[src/rtl/rank_order_encoder.sv]
// Rank-order encoder: latches an image and emits one AER event per eligible pixel, brightest first,
// over a 4-phase REQ/ACK handshake. Define RANK_ORDER_VALUE_OUT_EN to add the AEROUT_VALUE output.
module rank_order_encoder #(
  parameter int IMAGE_SIZE      = 5,
  parameter int IMAGE_SIZE_BITS = $clog2(IMAGE_SIZE),
  parameter int PIXEL_MAX_VALUE = 10,
  parameter int PIXEL_BITS      = $clog2(PIXEL_MAX_VALUE),
  parameter int THRESHOLD       = 1,
  parameter int MAX_EVENTS      = IMAGE_SIZE
) (
  input  logic                     CLK,
  input  logic                     RST,
  input  logic [PIXEL_BITS:0]      IMAGE [IMAGE_SIZE],
  input  logic                     NEW_IMAGE,
  output logic                     IMAGE_ENCODED,
  output logic                     BUSY,
  output logic [IMAGE_SIZE_BITS:0] AEROUT_ADDR,
  output logic                     AEROUT_REQ,
  input  logic                     AEROUT_ACK
`ifdef RANK_ORDER_VALUE_OUT_EN
  ,
  output logic [PIXEL_BITS:0]      AEROUT_VALUE
`endif
);

  localparam int AW = IMAGE_SIZE_BITS + 1;
  localparam int PW = PIXEL_BITS + 1;
  localparam int EW = $clog2(IMAGE_SIZE + 1);
  localparam logic [AW-1:0] ScanEnd = AW'(IMAGE_SIZE);
  localparam logic [PW-1:0] Thresh  = PW'(THRESHOLD);
  localparam logic [EW-1:0] EvLimit = EW'(MAX_EVENTS);

  typedef enum logic [2:0] {StIdle, StScan, StReq, StAckLow, StDone} state_e;

  state_e                state_q, state_d;
  logic [PW-1:0]         pix_q [IMAGE_SIZE];
  logic [PW-1:0]         pix_d [IMAGE_SIZE];
  logic [IMAGE_SIZE-1:0] sent_q, sent_d;
  logic [AW-1:0]         cnt_q, cnt_d;
  logic [EW-1:0]         ev_q, ev_d;
  logic                  found_q, found_d;
  logic [PW-1:0]         best_val_q, best_val_d;
  logic [AW-1:0]         best_idx_q, best_idx_d;
  logic [AW-1:0]         addr_q, addr_d;
  logic                  req_q, req_d;
  logic                  enc_q, enc_d;
  logic                  busy_q, busy_d;
`ifdef RANK_ORDER_VALUE_OUT_EN
  logic [PW-1:0]         value_q, value_d;
`endif

  logic          accept, scan_end, cur_hit;
  logic [AW-2:0] cur_idx;
  logic [PW-1:0] cur_pix;

  // busy_q stays high through the IMAGE_ENCODED cycle, so a new image waits one more edge.
  assign accept   = (state_q == StIdle) && NEW_IMAGE && !busy_q;
  assign scan_end = (state_q == StScan) && (cnt_q == ScanEnd);
  assign cur_idx  = cnt_q[AW-2:0];
  assign cur_pix  = pix_q[cur_idx];
  // Strict greater-than keeps the earliest index among equal maxima.
  assign cur_hit  = !sent_q[cur_idx] && (cur_pix >= Thresh) && (!found_q || (cur_pix > best_val_q));

  always_ff @(posedge CLK) begin
    if (RST) begin
      state_q <= StIdle;
    end else begin
      state_q <= state_d;
    end
  end

  always_comb begin
    state_d = state_q;
    unique case (state_q)
      StIdle:   if (accept) state_d = StScan;
      StScan:   if (scan_end) state_d = found_q ? StReq : StDone;
      StReq:    if (AEROUT_ACK) state_d = StAckLow;
      StAckLow: if (!AEROUT_ACK) state_d = (ev_q == EvLimit) ? StDone : StScan;
      StDone:   state_d = StIdle;
      default:  state_d = StIdle;
    endcase
  end

  always_comb begin
    pix_d      = pix_q;
    sent_d     = sent_q;
    cnt_d      = cnt_q;
    ev_d       = ev_q;
    found_d    = found_q;
    best_val_d = best_val_q;
    best_idx_d = best_idx_q;
    addr_d     = addr_q;
    req_d      = req_q;
    enc_d      = (state_q == StDone);
    busy_d     = enc_q ? 1'b0 : busy_q;
`ifdef RANK_ORDER_VALUE_OUT_EN
    value_d    = value_q;
`endif
    unique case (state_q)
      StIdle: begin
        if (accept) begin
          pix_d   = IMAGE;
          sent_d  = '0;
          ev_d    = '0;
          cnt_d   = '0;
          found_d = 1'b0;
          busy_d  = 1'b1;
        end
      end
      StScan: begin
        if (!scan_end) begin
          cnt_d = cnt_q + 1'b1;
          if (cur_hit) begin
            found_d    = 1'b1;
            best_val_d = cur_pix;
            best_idx_d = cnt_q;
          end
        end else if (found_q) begin
          addr_d                        = best_idx_q;
          sent_d[best_idx_q[AW-2:0]]    = 1'b1;
          ev_d                          = ev_q + 1'b1;
          req_d                         = 1'b1;
`ifdef RANK_ORDER_VALUE_OUT_EN
          value_d                       = best_val_q;
`endif
        end
      end
      StReq: begin
        if (AEROUT_ACK) req_d = 1'b0;
      end
      StAckLow: begin
        if (!AEROUT_ACK) begin
          cnt_d   = '0;
          found_d = 1'b0;
        end
      end
      default: ;
    endcase
  end

  always_ff @(posedge CLK) begin
    if (RST) begin
      pix_q      <= '{default: '0};
      sent_q     <= '0;
      cnt_q      <= '0;
      ev_q       <= '0;
      found_q    <= 1'b0;
      best_val_q <= '0;
      best_idx_q <= '0;
      addr_q     <= '0;
      req_q      <= 1'b0;
      enc_q      <= 1'b0;
      busy_q     <= 1'b0;
`ifdef RANK_ORDER_VALUE_OUT_EN
      value_q    <= '0;
`endif
    end else begin
      pix_q      <= pix_d;
      sent_q     <= sent_d;
      cnt_q      <= cnt_d;
      ev_q       <= ev_d;
      found_q    <= found_d;
      best_val_q <= best_val_d;
      best_idx_q <= best_idx_d;
      addr_q     <= addr_d;
      req_q      <= req_d;
      enc_q      <= enc_d;
      busy_q     <= busy_d;
`ifdef RANK_ORDER_VALUE_OUT_EN
      value_q    <= value_d;
`endif
    end
  end

  assign IMAGE_ENCODED = enc_q;
  assign BUSY          = busy_q;
  assign AEROUT_ADDR   = addr_q;
  assign AEROUT_REQ    = req_q;
`ifdef RANK_ORDER_VALUE_OUT_EN
  assign AEROUT_VALUE  = value_q;
`endif

endmodule

[config.mk]
export PLATFORM = sky130hd
export DESIGN_NAME = rank_order_encoder
export DESIGN_NICKNAME = d
export VERILOG_FILES = /design/src/rtl/rank_order_encoder.sv
export SDC_FILE = /design/constraint.sdc
export NUM_CORES = 1
export LEC_CHECK = 0
export ABC_AREA = 1
export CAP_MARGIN = 10
export CORE_UTILIZATION = 59
export CTS_BUF_LIST = sky130_fd_sc_hd__clkbuf_16
export CTS_CLUSTER_SIZE = 40
export DETAILED_ROUTE_END_ITERATION = 12
export MAX_ROUTING_LAYER = met4
export PLACE_DENSITY = 0.83
export SLEW_MARGIN = 20
export SYNTH_ARGS = -nofsm -noshare
export SYNTH_HDL_FRONTEND = slang
export SYNTH_SLANG_ARGS = --single-unit
[constraint.sdc]
create_clock -name CLK -period 3.7 [get_ports CLK]
set_input_delay 0.37 -clock CLK [delete_from_list [all_inputs] [get_ports CLK]]
set_output_delay 0.37 -clock CLK [all_outputs]
set_load 0.01 [all_outputs]
# --- After elaboration in Yosys (flattened, before gate mapping) ---
# Index checks and enable logic that the tools add are counted.
totals:
  ff_bits: 57
  inputBits: 29
  out_inout_bits: 7
op_classes:
  n_reduce_logical: 22
  muxes: 38
  n_addsub: 2
  bitwise_logic: 3
  eq_ne: 13
  order_cmp: 6
ops:
  columns: ["operator", "n"]
  rows:
  - ["$mux 3", 9]
  - ["$mux 5", 5]
  - ["$reduce_and 4->1", 4]
  - ["$bmux 5 s3", 1]
  - ["$ne 2x2->1 const B", 7]
  - ["$mux 1", 12]
  - ["$mux 4", 3]
  - ["$pmux 3 s4", 1]
  - ["$pmux 4 s3", 1]
  - ["$pmux 5 s2", 1]
  - ["$lt 3x4->1 const B", 2]
  - ["$eq 3x2->1 const B", 2]
  - ["$eq 3x3->1 const B", 2]
  - ["$logic_and 1x1->1", 6]
  - ["$pmux 3 s2", 1]
  - ["$reduce_and 3->1", 2]
  - ["$ge 5x1->1 const B", 1]
  - ["$gt 5x5->1", 1]
  - ["$or 5x5->5", 1]
  - ["$reduce_and 5->1", 1]
  - ["$add 4x1->4 const B", 1]
  - ["$eq 4x3->1 const B", 1]
  - ["$ge 4x4->1 const B", 1]
  - ["$not 3->4", 1]
  - ["other kinds (14)", 17]

# --- Depth between registers and ports, before layout ---
depth:
  ltp_word: 10
  mapped_depth: 18
  depth_no_buf: 16

# --- Worst setup path before layout ---
# OpenSTA, ideal clock, no wires.
synth_path:
  path_type: "reg2reg"
  startpoint: "reg cnt_q[0]"
  endpoint: "reg best_val_q[3]"
  t_arrival_ns: 2.077
  stages_incl_launch_ff: 18
  slack_ns: 1.559
  synth_period_minus_slack_ns: 2.141
  n_path_buf: 3
  required_ns: 3.636
  setup_time_ns: 0.064
  path_cell_list: "dfxtp_1 -> buf_6 -> inv_4 -> buf_6 -> nand2_2 -> nand3_1 -> nand3_1 -> nand2_2 -> ha_1 -> nand2_1 -> nor2_1 -> nand2_1 -> a21oi_1 -> nor2_4 -> buf_6 -> nand4_1 -> nand2_1 -> nor2_1"
synth_between:
  elab_chain_len: 8
  word_cells_on_any_way: 16
synth_lines:
  columns: ["item", "line", "rtl"]
  rows:
  - ["from (decl)", "39", "logic [AW-1:0] cnt_q, cnt_d;"]
  - ["from (signal assigned)", "160", "cnt_q <= cnt_d;"]
  - ["$not 3->4 (implied by the code) (*)", "60", "assign cur_pix = pix_q[cur_idx];"]
  - ["$bmux 5 s3 (*)", "60", null]
  - ["$mux 5 (implied by the code) (*) (2 in series)", "60", null]
  - ["named net cur_pix[4]", "54", "logic [PW-1:0] cur_pix;"]
  - ["$ge 5x1->1 / $gt 5x5->1 (equally long branches)", "62", "assign cur_hit = !sent_q[cur_idx] && (cur_pix >= Thresh) && (!found_q || (cur_pix > best_val_q));"]
  - ["$logic_and 1x1->1 / $logic_or 1x1->1 (equally long branches)", "62", null]
  - ["$logic_and 1x1->1 (*)", "62", null]
  - ["$reduce_and 3->1 (no line) (*)", null, null]
  - ["to (signal assigned)", "163", "best_val_q <= best_val_d;"]
  - ["to (decl)", "42", "logic [PW-1:0] best_val_q, best_val_d;"]
# Mark *: on every way through the listed nets, which the timed path passes. The rest lies on a longest branch. The select of a mux whose other input is x is not followed.
# A chain may end at the register's enable or synchronous reset.

# --- Final worst setup path ---
layout_path:
  startpoint: "reg cnt_q[0]"
  endpoint: "reg best_idx_q[2]"
layout_between:
  elab_chain_len: 8
  word_cells_on_any_way: 16
layout_lines:
  columns: ["item", "line", "rtl"]
  rows:
  - ["$not 3->4 (implied by the code) (*)", "60", null]
  - ["$bmux 5 s3 (*)", "60", null]
  - ["$mux 5 (implied by the code) (*) (2 in series)", "60", null]
  - ["named net cur_pix[4]", "54", null]
  - ["$ge 5x1->1 / $gt 5x5->1 (equally long branches)", "62", null]
  - ["$logic_and 1x1->1 / $logic_or 1x1->1 (equally long branches)", "62", null]
  - ["$logic_and 1x1->1 (*)", "62", null]
  - ["$reduce_and 3->1 (no line) (*)", null, null]
  - ["to (signal assigned)", "164", "best_idx_q <= best_idx_d;"]
  - ["to (decl)", "43", "logic [AW-1:0] best_idx_q, best_idx_d;"]
# Marked as above.

==> impl_metrics.tcl <==
set metrics [dict create \
    remaining_drc_errors 0 \
    port-buffer-count 35 \
    cap_violations 0 \
    syn_nets 436 \
    required_ns 3.96 \
    nets 469 \
    critPathArrivalTime_ns 3.11 \
    endpoint_kind "flop" \
    rows 24 \
    num_antenna_cells 0 \
    syn2layout_area_growth_pct 21.1 \
    drive_gt1_share_pct 7.34 \
    slew_headroom_pct 45.3 \
    clk_pin_slew_worst_paths_ns 0.05 \
    rrSetupSlack_ns 0.84 \
    top_level_ports 36 \
    initial_core_util_pct 62.8 \
    grt_remaining_overflow 0 \
    dieArea_mm2 0.00501 \
    fin_worst_skew_ns 0.00409 \
    hp-class "flop to flop" \
    cts.sinks 57 \
    avgSynthCellArea_um2 7.01 \
    cts_resized 0 \
    path_max_fanout 20 \
    fin_hold_ws_ns 0.459 \
    worstHoldPathCells 2 \
    grt_max_degree 30 \
    worst_pin_slew_ns 0.817 \
    critical_path_class "flop to flop" \
    switching_share_pct 42.1 \
    p_total_w 0.00279 \
    switching_power_w 0.00117 \
    yosys.area.top_type "dfxtp_1" \
    fmax_mhz 350 \
    status "finished, final reports clean" \
    p_seq_share_pct 31.7 \
    p_int_w 0.00161 \
    drtAntennaViolNets 0 \
    post-cts-setup-buffer-count 0 \
    power_density_mw_per_mm2 824 \
    holdPathEnd "sent_q[1]$_SDFFE_PP0P_" \
    routabilityCongestion 0.940 \
    vias_per_cell 5.28 \
    grt_usage_pct 28.3 \
    synth.distinct_cells 28 \
    hold_viol_final 0 \
    ys_seq_elements 57 \
    dieHeight_um 70.8 \
    hpwl_mm 4.20 \
    hold_buffers 0 \
    post_drt_wl_per_cell_um 12.4 \
    final_max_slew_viol_count 0 \
    period_needed_ns 2.86 \
    htree_levels 3 \
    worstHoldStart "sent_q[1]$_SDFFE_PP0P_" \
    rr_startpoint "cnt_q[0]$_SDFFE_PP0P_" \
    finalSetupTns_ns 0 \
    synth_cells 398 \
    ys_seq_area_share_pct 40.9 \
    p_leak_nw 1.45 \
    rsz0062_at_grt "false" \
    clk-insertion-delay-late_ns 0.32 \
    worst_setup_path_start_kind "flop" \
    synthesis.area_mm2 0.00279 \
    die_w_um 70.8 \
    place_inst 472 \
    fin_crit_sh_pct 77.2 \
    antenna_found_initial 0 \
    first_pass_iters 7 \
    netlist.area_leader.share_pct 40.9 \
    tritoncts "yes" \
    drt_iter0_drc 165 \
    setup_viol_count_final 0 \
    synthTopCellsByArea "dfxtp_1 (41%), nand2_1 (9.7%), nor2_1 (9.7%)" \
    fin_cells 488 \
    r2r_end "best_idx_q[2]$_SDFFE_PP0P_" \
    synth_warnings 0 \
    cts_made_buffers 9 \
    worst_r2r_path_depth 16 \
    peakVddDrop_uv 481 \
    grt_pass1_wl_mm 10.8 \
    num_vias 2578 \
    fillerInstances 337 \
    cts_root_buf "clkbuf_16" \
    grt_pass1_vias 2437 \
    core_area_mm2 0.00444 \
    cts_buffer_depth 2 \
    routed_wl_mm 6.07 \
    pwr-share-clk_pct 25.1 \
    comb_power_share_pct 43.2 \
]
## Yosys cell counts
| cell type | number |
|---|---|
| nand2_1 | 72 |
| nor2_1 | 72 |
| dfxtp_1 | 57 |
| inv_1 | 48 |
| o21ai_0 | 35 |
| nand3_1 | 24 |
| a21oi_1 | 20 |
| nand4_1 | 15 |
| ha_1 | 9 |
| clkbuf_1 | 6 |
| nand2_2 | 6 |
| buf_6 | 5 |
| buf_2 | 4 |
| inv_2 | 4 |
| nor2_2 | 3 |
| a31oi_1 | 2 |
| nand3_4 | 2 |
| nor2_4 | 2 |
| nor3b_1 | 2 |
| o21ai_1 | 2 |
| a211oi_1 | 1 |
| a2bb2oi_1 | 1 |
| clkinv_1 | 1 |
| inv_4 | 1 |
| nor3_1 | 1 |
| nor3_4 | 1 |
| nor4_1 | 1 |
| o21a_1 | 1 |
## power groups by stage
| stage | combinational (W) | sequential (W) | clock (W) |
|---|---|---|---|
| 6_report | 0.00120 | 0.000883 | 0.000699 |
| 5_1_grt | 0.00140 | 0.000899 | 0.000739 |
| 4_1_cts | 0.00119 | 0.000880 | 0.000706 |
| 3_5_place_dp | 0.00118 | 0.000888 | 0 |
| 3_3_place_gp | 0.00114 | 0.000884 | 0 |
| 2_1_floorplan | 0.00106 | 0.000822 | 0 |
## through the flow
stage               cell area [um^2]  util [%]  setup WS, ns
floorplan                       2790         -          1.56
global placement                3120      70.2          1.05
detailed placement              3120      70.2         0.911
CTS                             3380      76.0         0.871
global route                    3380      76.0         0.526
finish                          3380      76.0         0.843
## cells by family after synthesis
| family | count (synthesis) | share of synthesized area (%) |
|---|---|---|
| buffers and inverters | 69 | 10.9 |
| DFF | 57 | 40.9 |
| AOI/OAI and AO/OA | 62 | 11.5 |
| adders and majority gates | 9 | 4.04 |
| and+or+nand+nor | 201 | 32.6 |
## placed cells by master (no fill, tap or decap), types with 2 or more instances in the layout
| master | n |
|---|---|
| a21oi_1 | 20 |
| a31oi_1 | 2 |
| buf_4 | 2 |
| clkbuf_16 | 9 |
| clkdlybuf4s50_1 | 35 |
| clkinv_1 | 3 |
| dfxtp_1 | 57 |
| ha_1 | 9 |
| inv_1 | 51 |
| inv_2 | 4 |
| nand2_1 | 72 |
| nand2_2 | 6 |
| nand3_1 | 24 |
| nand3_4 | 2 |
| nand4_1 | 15 |
| nor2_1 | 72 |
| nor2_2 | 3 |
| nor2_4 | 2 |
| nor3b_1 | 2 |
| o21ai_0 | 35 |
| o21ai_1 | 2 |
## how the worst max path moves through the flow
stage | from | endpoint | slack, ns
2_1_floorplan | cnt_q[0]$_SDFFE_PP0P_ | best_val_q[3]$_SDFFE_PP0P_ | 1.56
3_3_place_gp | cnt_q[0]$_SDFFE_PP0P_ | best_idx_q[1]$_SDFFE_PP0P_ | 1.05
3_5_place_dp | cnt_q[0]$_SDFFE_PP0P_ | best_idx_q[2]$_SDFFE_PP0P_ | 0.91
4_1_cts | cnt_q[0]$_SDFFE_PP0P_ | best_idx_q[2]$_SDFFE_PP0P_ | 0.87
5_1_grt | cnt_q[0]$_SDFFE_PP0P_ | best_val_q[2]$_SDFFE_PP0P_ | 0.53
6_report | cnt_q[0]$_SDFFE_PP0P_ | best_idx_q[2]$_SDFFE_PP0P_ | 0.84
## registers in the layout (all words and copies together), names as in the netlist
register	count
best_val_q	5
cnt_q	4
found_q	1
pix_q	25
AEROUT_REQ	1
best_idx_q	4
sent_q	5
IMAGE_ENCODED	1
ev_q	3
AEROUT_ADDR	4
BUSY	1
state_q	3
## layer usage
layer | part of all wire, % | global-route usage [%] | vias to the layer above | routed length (um)
met1 | 47 | 35.0 | 1174 | 2850
li1 | - | - | 1346 | -
met2 | 48 | 45.6 | 54 | 2920
met4 | 0.92 | 12.7 | 0 | 56
met5 | 0 | - | - | 0
met3 | 4.0 | 4.70 | 4 | 245
## critical path, cell delays in order (launching register included)
cell	delay, ns
dfxtp_1	0.79
inv_4	0.17
nand2_2	0.10
nand3_1	0.08
nand3_1	0.14
nand2_2	0.11
ha_1	0.31
nand2_1	0.08
nor2_1	0.15
nand2_1	0.06
nand3_1	0.07
a21oi_1	0.10
nor2_4	0.24
nand3_4	0.17
nand2_1	0.10
inv_1	0.04
nor2_1	0.09
## layout make-up
cell class / count / area (um^2) / area share [%]
multi-input cells: 272 / 1350 / 39.8
flip-flops and latches: 57 / 1140 / 33.8
repair buffers: 37 / 365 / 10.8
clock buffers: 9 / 225 / 6.67
inverters: 54 / 205 / 6.07
well taps: 52 / 65.1 / 1.93
clock inverters: 7 / 31.3 / 0.926
No activity file was read; power rests on OpenSTA's default activity.
